File: config.mk
export PLATFORM = sky130hd
export DESIGN_NAME = nice_inst_decoder
export DESIGN_NICKNAME = d
export VERILOG_FILES = /design/src/rtl/nice_dec_pkg.sv /design/src/rtl/nice_icb_seq.sv /design/src/rtl/nice_inst_decoder.sv
export SDC_FILE = /design/constraint.sdc
export NUM_CORES = 2
export LEC_CHECK = 0
export CAP_MARGIN = 25
export CORE_AREA = 2 2 514 516
export CTS_CLUSTER_DIAMETER = 150
export DETAILED_ROUTE_END_ITERATION = 8
export DIE_AREA = 0 0 516 518
export SLEW_MARGIN = 10
export SYNTH_ARGS = -nofsm -noshare
export SYNTH_HDL_FRONTEND = slang
export SYNTH_SLANG_ARGS = --single-unit
File: constraint.sdc
create_clock -name clk -period 43.7 [get_ports clk]
set_clock_uncertainty 0.2 [all_clocks]
set_input_delay 4.37 -clock clk [delete_from_list [all_inputs] [get_ports clk]]
set_output_delay 4.37 -clock clk [all_outputs]
set_load 0.01 [all_outputs]
File: src/rtl/nice_dec_pkg.sv
// Shared definitions for the NICE custom-0 decoder:
// opcode and funct7 encodings, the ICB word size and the sequencer state type.
package nice_dec_pkg;

    localparam logic [6:0] OPC_CUSTOM0   = 7'b0001011;

    localparam logic [6:0] F7_CFG_WR     = 7'h01;
    localparam logic [6:0] F7_CFG_RD     = 7'h02;
    localparam logic [6:0] F7_MEM_LD     = 7'h03;
    localparam logic [6:0] F7_MEM_ST     = 7'h04;

    // log2 of the access size in bytes; the word stride is derived from it.
    localparam logic [1:0] ICB_SIZE_WORD = 2'b10;

    typedef enum logic [1:0] {
        IDLE = 2'd0,
        LD   = 2'd1,
        ST   = 2'd2,
        RSP  = 2'd3
    } state_e;

endpackage

File: src/rtl/nice_icb_seq.sv
// ICB word sequencer shared by memory loads and stores. It tracks the next
// word address, how many commands were issued and how many responses came
// back, and allows only one command in flight at a time.
module nice_icb_seq
    import nice_dec_pkg::*;
#(
    parameter int ADDR_WIDTH = 32,
    parameter int MAX_WORDS  = 4,
    parameter int CNT_WIDTH  = $clog2(MAX_WORDS + 1)
) (
    input  logic                  clk,
    input  logic                  rst,
    input  logic                  start,
    input  logic [ADDR_WIDTH-1:0] base_addr,
    input  logic [CNT_WIDTH-1:0]  num_words,
    input  logic                  cmd_fire,
    input  logic                  rsp_fire,
    output logic [ADDR_WIDTH-1:0] cmd_addr,
    output logic                  can_issue,
    output logic                  last_rsp
);

    // Byte stride between consecutive words.
    localparam logic [ADDR_WIDTH-1:0] ADDR_STEP = ADDR_WIDTH'(1) << ICB_SIZE_WORD;

    logic [ADDR_WIDTH-1:0] addr_reg;
    logic [CNT_WIDTH-1:0]  issued_reg;
    logic [CNT_WIDTH-1:0]  rcvd_reg;
    logic                  outstanding_reg;

    // Address/counter/outstanding tracking; the address only moves on a
    // command handshake, so stalls never skip a word.
    always_ff @(posedge clk or posedge rst) begin
        if (rst) begin
            addr_reg        <= '0;
            issued_reg      <= '0;
            rcvd_reg        <= '0;
            outstanding_reg <= 1'b0;
        end else if (start) begin
            addr_reg        <= base_addr;
            issued_reg      <= '0;
            rcvd_reg        <= '0;
            outstanding_reg <= 1'b0;
        end else begin
            if (cmd_fire) begin
                addr_reg   <= addr_reg + ADDR_STEP;
                issued_reg <= issued_reg + CNT_WIDTH'(1);
            end
            if (rsp_fire) begin
                rcvd_reg <= rcvd_reg + CNT_WIDTH'(1);
            end
            if (cmd_fire) begin
                outstanding_reg <= 1'b1;
            end else if (rsp_fire) begin
                outstanding_reg <= 1'b0;
            end
        end
    end

    assign cmd_addr  = addr_reg;
    assign can_issue = !outstanding_reg && (issued_reg < num_words);
    assign last_rsp  = rsp_fire && ((rcvd_reg + CNT_WIDTH'(1)) == num_words);

endmodule

File: src/rtl/nice_inst_decoder.sv
// NICE custom-0 decoder and sequencer: config register writes/reads, ICB
// memory loads streamed into the command FIFO and ICB memory stores fed
// from the response width converter. One NICE response per request.
// Optional: define NICE_CFG_RD_EN to make funct7 0x02 (config read) legal;
// without it that encoding is answered as an illegal instruction.
module nice_inst_decoder
    import nice_dec_pkg::*;
#(
    parameter int INPUT_DATA_WIDTH  = 32,
    parameter int INPUT_INST_WIDTH  = 32,
    parameter int OUTPUT_DATA_WIDTH = 32,
    parameter int OUTPUT_ADDR_WIDTH = 32,
    parameter int CONFIG_ENTRY0     = 32,
    parameter int FETCH_MEM_WORD0   = 4,
    parameter int WRITE_MEM_WORD0   = 4
) (
    input  logic                          clk,
    input  logic                          rst,
    output logic                          nice_active,
    input  logic                          nice_req_valid,
    output logic                          nice_req_ready,
    input  logic [INPUT_INST_WIDTH-1:0]   nice_req_inst,
    input  logic [INPUT_DATA_WIDTH-1:0]   nice_req_rs1,
    input  logic [INPUT_DATA_WIDTH-1:0]   nice_req_rs2,
    output logic                          nice_rsp_valid,
    input  logic                          nice_rsp_ready,
    output logic [OUTPUT_DATA_WIDTH-1:0]  nice_rsp_rdat,
    output logic                          nice_rsp_err,
    output logic                          nice_icb_cmd_valid,
    input  logic                          nice_icb_cmd_ready,
    output logic [OUTPUT_ADDR_WIDTH-1:0]  nice_icb_cmd_addr,
    output logic                          nice_icb_cmd_read,
    output logic [OUTPUT_DATA_WIDTH-1:0]  nice_icb_cmd_wdata,
    output logic [1:0]                    nice_icb_cmd_size,
    output logic                          nice_mem_holdup,
    input  logic                          nice_icb_rsp_valid,
    output logic                          nice_icb_rsp_ready,
    input  logic [INPUT_DATA_WIDTH-1:0]   nice_icb_rsp_rdata,
    input  logic                          nice_icb_rsp_err,
    output logic                          id_cmd_valid0,
    input  logic                          id_cmd_ready0,
    output logic [OUTPUT_DATA_WIDTH-1:0]  id_cmd_wdata0,
    input  logic                          id_rsp_valid0,
    output logic                          id_rsp_ready0,
    input  logic [INPUT_DATA_WIDTH-1:0]   id_rsp_rdata0,
    output logic [OUTPUT_DATA_WIDTH-1:0]  config_reg0 [CONFIG_ENTRY0]
);

    localparam int IDX_W     = (CONFIG_ENTRY0 > 1) ? $clog2(CONFIG_ENTRY0) : 1;
    localparam int MAX_WORDS = (FETCH_MEM_WORD0 > WRITE_MEM_WORD0) ? FETCH_MEM_WORD0 : WRITE_MEM_WORD0;
    localparam int CNT_W     = $clog2(MAX_WORDS + 1);

    state_e                         state_reg, state_next;
    logic [OUTPUT_DATA_WIDTH-1:0]   rsp_rdat_reg, rsp_rdat_next;
    logic                           rsp_err_reg, rsp_err_next;
    logic [OUTPUT_DATA_WIDTH-1:0]   config_reg [CONFIG_ENTRY0];

    logic [6:0]                     opcode;
    logic [6:0]                     funct7;
    logic [IDX_W-1:0]               cfg_idx;
    logic                           idx_ok;
    logic                           cfg_wr_en;
    logic                           seq_start;
    logic                           in_ld, in_st;
    logic                           cmd_fire, rsp_fire;
    logic                           can_issue, last_rsp;
    logic [OUTPUT_ADDR_WIDTH-1:0]   seq_addr;
    logic [CNT_W-1:0]               seq_words;
    logic                           unused_inst_bits;

    assign opcode           = nice_req_inst[6:0];
    assign funct7           = nice_req_inst[31:25];
    assign cfg_idx          = nice_req_rs1[IDX_W-1:0];
    assign idx_ok           = nice_req_rs1 < INPUT_DATA_WIDTH'(CONFIG_ENTRY0);
    assign unused_inst_bits = ^nice_req_inst[24:7];

    assign in_ld = (state_reg == LD);
    assign in_st = (state_reg == ST);

    // Handshake outputs: everything on the ICB and id_* sides is quiet
    // unless a load or store is running.
    assign nice_req_ready     = (state_reg == IDLE);
    assign nice_rsp_valid     = (state_reg == RSP);
    assign nice_rsp_rdat      = rsp_rdat_reg;
    assign nice_rsp_err       = rsp_err_reg;
    assign nice_active        = (state_reg != IDLE);
    assign nice_mem_holdup    = in_ld || in_st;
    assign nice_icb_cmd_size  = ICB_SIZE_WORD;
    assign nice_icb_cmd_valid = (in_ld && can_issue) || (in_st && can_issue && id_rsp_valid0);
    assign nice_icb_cmd_read  = in_ld;
    assign nice_icb_cmd_addr  = (in_ld || in_st) ? seq_addr : '0;
    assign nice_icb_cmd_wdata = in_st ? OUTPUT_DATA_WIDTH'(id_rsp_rdata0) : '0;
    assign nice_icb_rsp_ready = (in_ld && id_cmd_ready0) || in_st;
    assign id_cmd_valid0      = in_ld && nice_icb_rsp_valid;
    assign id_cmd_wdata0      = in_ld ? OUTPUT_DATA_WIDTH'(nice_icb_rsp_rdata) : '0;
    assign id_rsp_ready0      = in_st && can_issue && id_rsp_valid0 && nice_icb_cmd_ready;

    assign cmd_fire  = nice_icb_cmd_valid && nice_icb_cmd_ready;
    assign rsp_fire  = nice_icb_rsp_valid && nice_icb_rsp_ready;
    assign seq_words = in_st ? CNT_W'(WRITE_MEM_WORD0) : CNT_W'(FETCH_MEM_WORD0);

    nice_icb_seq #(
        .ADDR_WIDTH (OUTPUT_ADDR_WIDTH),
        .MAX_WORDS  (MAX_WORDS),
        .CNT_WIDTH  (CNT_W)
    ) u_seq (
        .clk        (clk),
        .rst        (rst),
        .start      (seq_start),
        .base_addr  (OUTPUT_ADDR_WIDTH'(nice_req_rs1)),
        .num_words  (seq_words),
        .cmd_fire   (cmd_fire),
        .rsp_fire   (rsp_fire),
        .cmd_addr   (seq_addr),
        .can_issue  (can_issue),
        .last_rsp   (last_rsp)
    );

    // Decode on accept, track memory-op completion and sticky error, and
    // release the response.
    always_comb begin
        state_next    = state_reg;
        rsp_rdat_next = rsp_rdat_reg;
        rsp_err_next  = rsp_err_reg;
        cfg_wr_en     = 1'b0;
        seq_start     = 1'b0;
        case (state_reg)
            IDLE: begin
                if (nice_req_valid) begin
                    state_next    = RSP;
                    rsp_rdat_next = '0;
                    rsp_err_next  = 1'b1;
                    if (opcode == OPC_CUSTOM0) begin
                        case (funct7)
                            F7_CFG_WR: begin
                                rsp_err_next = !idx_ok;
                                cfg_wr_en    = idx_ok;
                            end
`ifdef NICE_CFG_RD_EN
                            F7_CFG_RD: begin
                                rsp_err_next  = !idx_ok;
                                rsp_rdat_next = idx_ok ? config_reg[cfg_idx] : '0;
                            end
`endif
                            F7_MEM_LD: begin
                                state_next   = LD;
                                rsp_err_next = 1'b0;
                                seq_start    = 1'b1;
                            end
                            F7_MEM_ST: begin
                                state_next   = ST;
                                rsp_err_next = 1'b0;
                                seq_start    = 1'b1;
                            end
                            default: ;
                        endcase
                    end
                end
            end
            LD, ST: begin
                if (rsp_fire && nice_icb_rsp_err) begin
                    rsp_err_next = 1'b1;
                end
                if (last_rsp) begin
                    state_next = RSP;
                end
            end
            RSP: begin
                if (nice_rsp_ready) begin
                    state_next = IDLE;
                end
            end
            default: state_next = IDLE;
        endcase
    end

    // State and response registers.
    always_ff @(posedge clk or posedge rst) begin
        if (rst) begin
            state_reg    <= IDLE;
            rsp_rdat_reg <= '0;
            rsp_err_reg  <= 1'b0;
        end else begin
            state_reg    <= state_next;
            rsp_rdat_reg <= rsp_rdat_next;
            rsp_err_reg  <= rsp_err_next;
        end
    end

    // Configuration register file, written on the accept edge of CFG_WR.
    always_ff @(posedge clk or posedge rst) begin
        if (rst) begin
            for (int i = 0; i < CONFIG_ENTRY0; i++) begin
                config_reg[i] <= '0;
            end
        end else if (cfg_wr_en) begin
            config_reg[cfg_idx] <= OUTPUT_DATA_WIDTH'(nice_req_rs2);
        end
    end

    genvar gi;
    generate
        for (gi = 0; gi < CONFIG_ENTRY0; gi++) begin : g_cfg_out
            assign config_reg0[gi] = config_reg[gi];
        end
    endgenerate

endmodule

==> results.json <==
{
  "layout-drive-gt1-share": 0.308,
  "leakagePower_nw": 28.9,
  "period_share": 0.242,
  "postCtsSetupBuffers": 0,
  "h-tree-depth": 3,
  "reg2reg_slack_ns": 40.07,
  "maxCapViolCount": 0,
  "cts.clk_slew.worst_paths_ns": 0.06,
  "cts_resized": 0,
  "yosysSeqAreaShare": 0.631,
  "status": "finished, final reports clean",
  "r2r-start": "state_reg[0]",
  "worst-path-max-fanout": 6,
  "fin_setup_tns_ns": 0,
  "criticalPathCategory": "in -> out",
  "fin_nets": 4183,
  "cp.required_ns": 39.13,
  "yosysWarnings": 0,
  "core_sq_um": 262000,
  "hold_slack_ns": 0.275,
  "via_per_inst": 3.74,
  "wl_per_cell_um": 23.2,
  "largest_reg_flops": 1024,
  "start_kind": "input pin",
  "pin_count": 1333,
  "rsz0062_at_grt": "no",
  "syn_inst": 2769,
  "drtIter0Drc": 1632,
  "dr_total_vias": 28600,
  "worst_pin_slew_ns": 1.11,
  "dieArea_sq_um": 267000,
  "period_minus_slack_ns": 10.56,
  "min_path_type": "reg -> reg",
  "syn2layout_area_growth_pct": 49.2,
  "hold_viol": 0,
  "design_area_sq_um": 63100,
  "synth_ff_type": "dfrtp_1",
  "gp_congestion": 0.874,
  "dp_hpwl_um": 123000,
  "antenna_found_initial": 38,
  "endpoint_kind": "output pin",
  "power_density_nw_per_um2": 35.7,
  "postCtsHoldBufs": 0,
  "dr.pass1.iters": 5,
  "synth_cell_type_count": 47,
  "clock_sinks": 1066,
  "die-height_um": 518,
  "slew_headroom": 0.262,
  "grt_usage": 0.128,
  "worstPathArrival_ns": 5.99,
  "wl_um": 178000,
  "rr_worst_depth": 8,
  "crit_path_top_delay_cell": "clkdlybuf4s50_1",
  "drt.antenna.violating_nets": 0,
  "worstPathCellList": "clkdlybuf4s50_1 > or3b_1 > nor2_1 > clkdlybuf4s50_1",
  "fmax_ghz": 0.0947,
  "placed_area_sq_um": 58800,
  "cts_tree": "yes",
  "clk_latency_ns": 0.80,
  "synth_edf_count": 0,
  "die_x_um": 516,
  "cpMostUsedCell": "clkdlybuf4s50_1",
  "start_util": 0.162,
  "clock_path_buffers": 3,
  "placed_cells": 7389,
  "io_buffers": 1280,
  "grt_first_pass_wirelength_um": 243000,
  "slowest_delay_ns": 0.58,
  "syn-cell-area_sq_um": 42300,
  "syn_area_per_cell_sq_um": 15.3,
  "num_rows": 188,
  "r2r_end": "config_reg0[141]",
  "maxSlewViolCount": 0,
  "grt_pass1_vias": 30100,
  "ir_drop_mv": 0.0327,
  "ys_async_sr_fraction": 1.00,
  "grt-ovfl-total": 0,
  "hold_start": "u_seq.cmd_addr[1]",
  "grt_max_degree": 139,
  "root_buffer": "clkbuf_16",
  "whs_endpoint": "u_seq.cmd_addr[1]",
  "stdcell_count": 7649,
  "ys_ff_latch": 1066,
  "drc": 0,
  "numCtsBuffers": 120,
  "hold_path_depth": 2,
  "finalSetupViolations": 0
}
[power by group]
part / switching, mW / internal (mW) / leakage (nW)
logic: 0.139 / 0.0843 / 12.1
clock network: 0.440 / 0.584 / 1.96
registers: 0.00840 / 0.994 / 14.9
total: 0.587 / 1.66 / 28.9
[cell usage after synthesis, drive strengths merged, types with 3 or more instances]
master     n  area (sq um)
dfrtp   1066         26700
nand3     11          55.1
and2     100           626
clkbuf   151           567
and4      18           158
nand4     29           323
and3       7          43.8
buf      127           768
nor3b      3          22.5
nor2      51           191
o21ai     13          65.1
a21oi     24           120
nand3b     3          22.5
nand2     36           135
inv       10          37.5
mux2    1027         11700
or3b       3          26.3
xnor2     19           166
nor4      12          87.6
or4        7          52.6
xor2      12           105
nor3       9          45.0
ha         9           113
[worst max-delay path, delay by kind of cell]
kind | cells | cell delay, ns
simple gates | 2 | 0.60
buf+inv | 2 | 1.02
[cells by family (layout without fill, tap and decap cells)]
logic type	count (synthesis)	count (layout)	synth area share
compound gates	44	44	0.00563
xor+xnor	31	31	0.00643
fa+ha+maj	9	9	0.00267
buf+inv	288	1593	0.0325
flops	1066	1066	0.631
mux	1029	1029	0.277
other cells	2	62	0.000178
simple gates	300	300	0.0445
[per-layer routing]
| layer | vias to the layer above | share of wire | GRT usage |
|---|---|---|---|
| li1 | 12100 | - | - |
| met1 | 14900 | 0.41 | 0.157 |
| met2 | 1336 | 0.45 | 0.203 |
| met3 | 266 | 0.10 | 0.0493 |
| met4 | 16 | 0.033 | 0.0469 |
| met5 | - | 0.00055 | 0 |
[worst max path at each step]
stage	from	end	slack, ns	cells past startpoint
floorplan	rst	config_reg0[0]	9.12	1
global placement	nice_icb_cmd_ready	id_rsp_ready0	33.16	4
detailed placement	nice_icb_cmd_ready	id_rsp_ready0	33.17	4
CTS	nice_icb_cmd_ready	id_rsp_ready0	33.15	4
global route	nice_icb_cmd_ready	id_rsp_ready0	33.07	4
finish	nice_icb_cmd_ready	id_rsp_ready0	33.14	4
[cell usage in the layout (no fill, tap or decap), types with 4 or more instances in the layout]
master | synthesis | layout
bufinv_16 | 0 | 4
diode_2 | 0 | 28
conb_1 | 2 | 34
buf_4 | 36 | 72
dfrtp_1 | 1066 | 1066
nand4_4 | 9 | 9
or4_1 | 7 | 5
clkinv_16 | 0 | 5
buf_2 | 83 | 27
buf_16 | 0 | 5
clkbuf_1 | 151 | 38
mux2_2 | 906 | 906
nand2_1 | 36 | 36
xnor2_1 | 19 | 19
nor2_1 | 51 | 51
nand4_1 | 19 | 19
mux2_1 | 91 | 91
and4_2 | 0 | 13
clkbuf_8 | 0 | 28
nor4_1 | 10 | 10
nand3_1 | 11 | 11
mux2_4 | 30 | 30
xor2_1 | 12 | 12
and4_1 | 18 | 4
nor3_1 | 9 | 9
a21oi_1 | 24 | 24
and3_1 | 7 | 7
ha_1 | 9 | 9
clkdlybuf4s50_1 | 0 | 1248
and2_1 | 100 | 100
clkinv_2 | 0 | 11
buf_12 | 0 | 8
o21ai_0 | 12 | 12
inv_1 | 10 | 9
inv_6 | 0 | 8
clkbuf_16 | 0 | 120
[metrics by stage]
step | setup slack, ns | power, mW | utilization
global route | 33.07 | 2.34 | 0.241
detailed placement | 33.17 | 1.24 | 0.225
CTS | 33.15 | 2.28 | 0.240
floorplan | 9.12 | 1.11 | -
global placement | 33.16 | 1.23 | 0.224
finish | 33.14 | 2.25 | 0.241
[cell type report]
type | count | area, sq um
multi-input cells | 1447 | 14400
inverters | 10 | 45.0
clock buffers | 186 | 3530
clock inverters | 37 | 498
diodes | 28 | 70.1
fillers | 27400 | 199000
flip-flops and latches | 1066 | 26700
well taps | 3515 | 4400
repair buffers | 1360 | 13500
(Power assumes the default switching activity.)
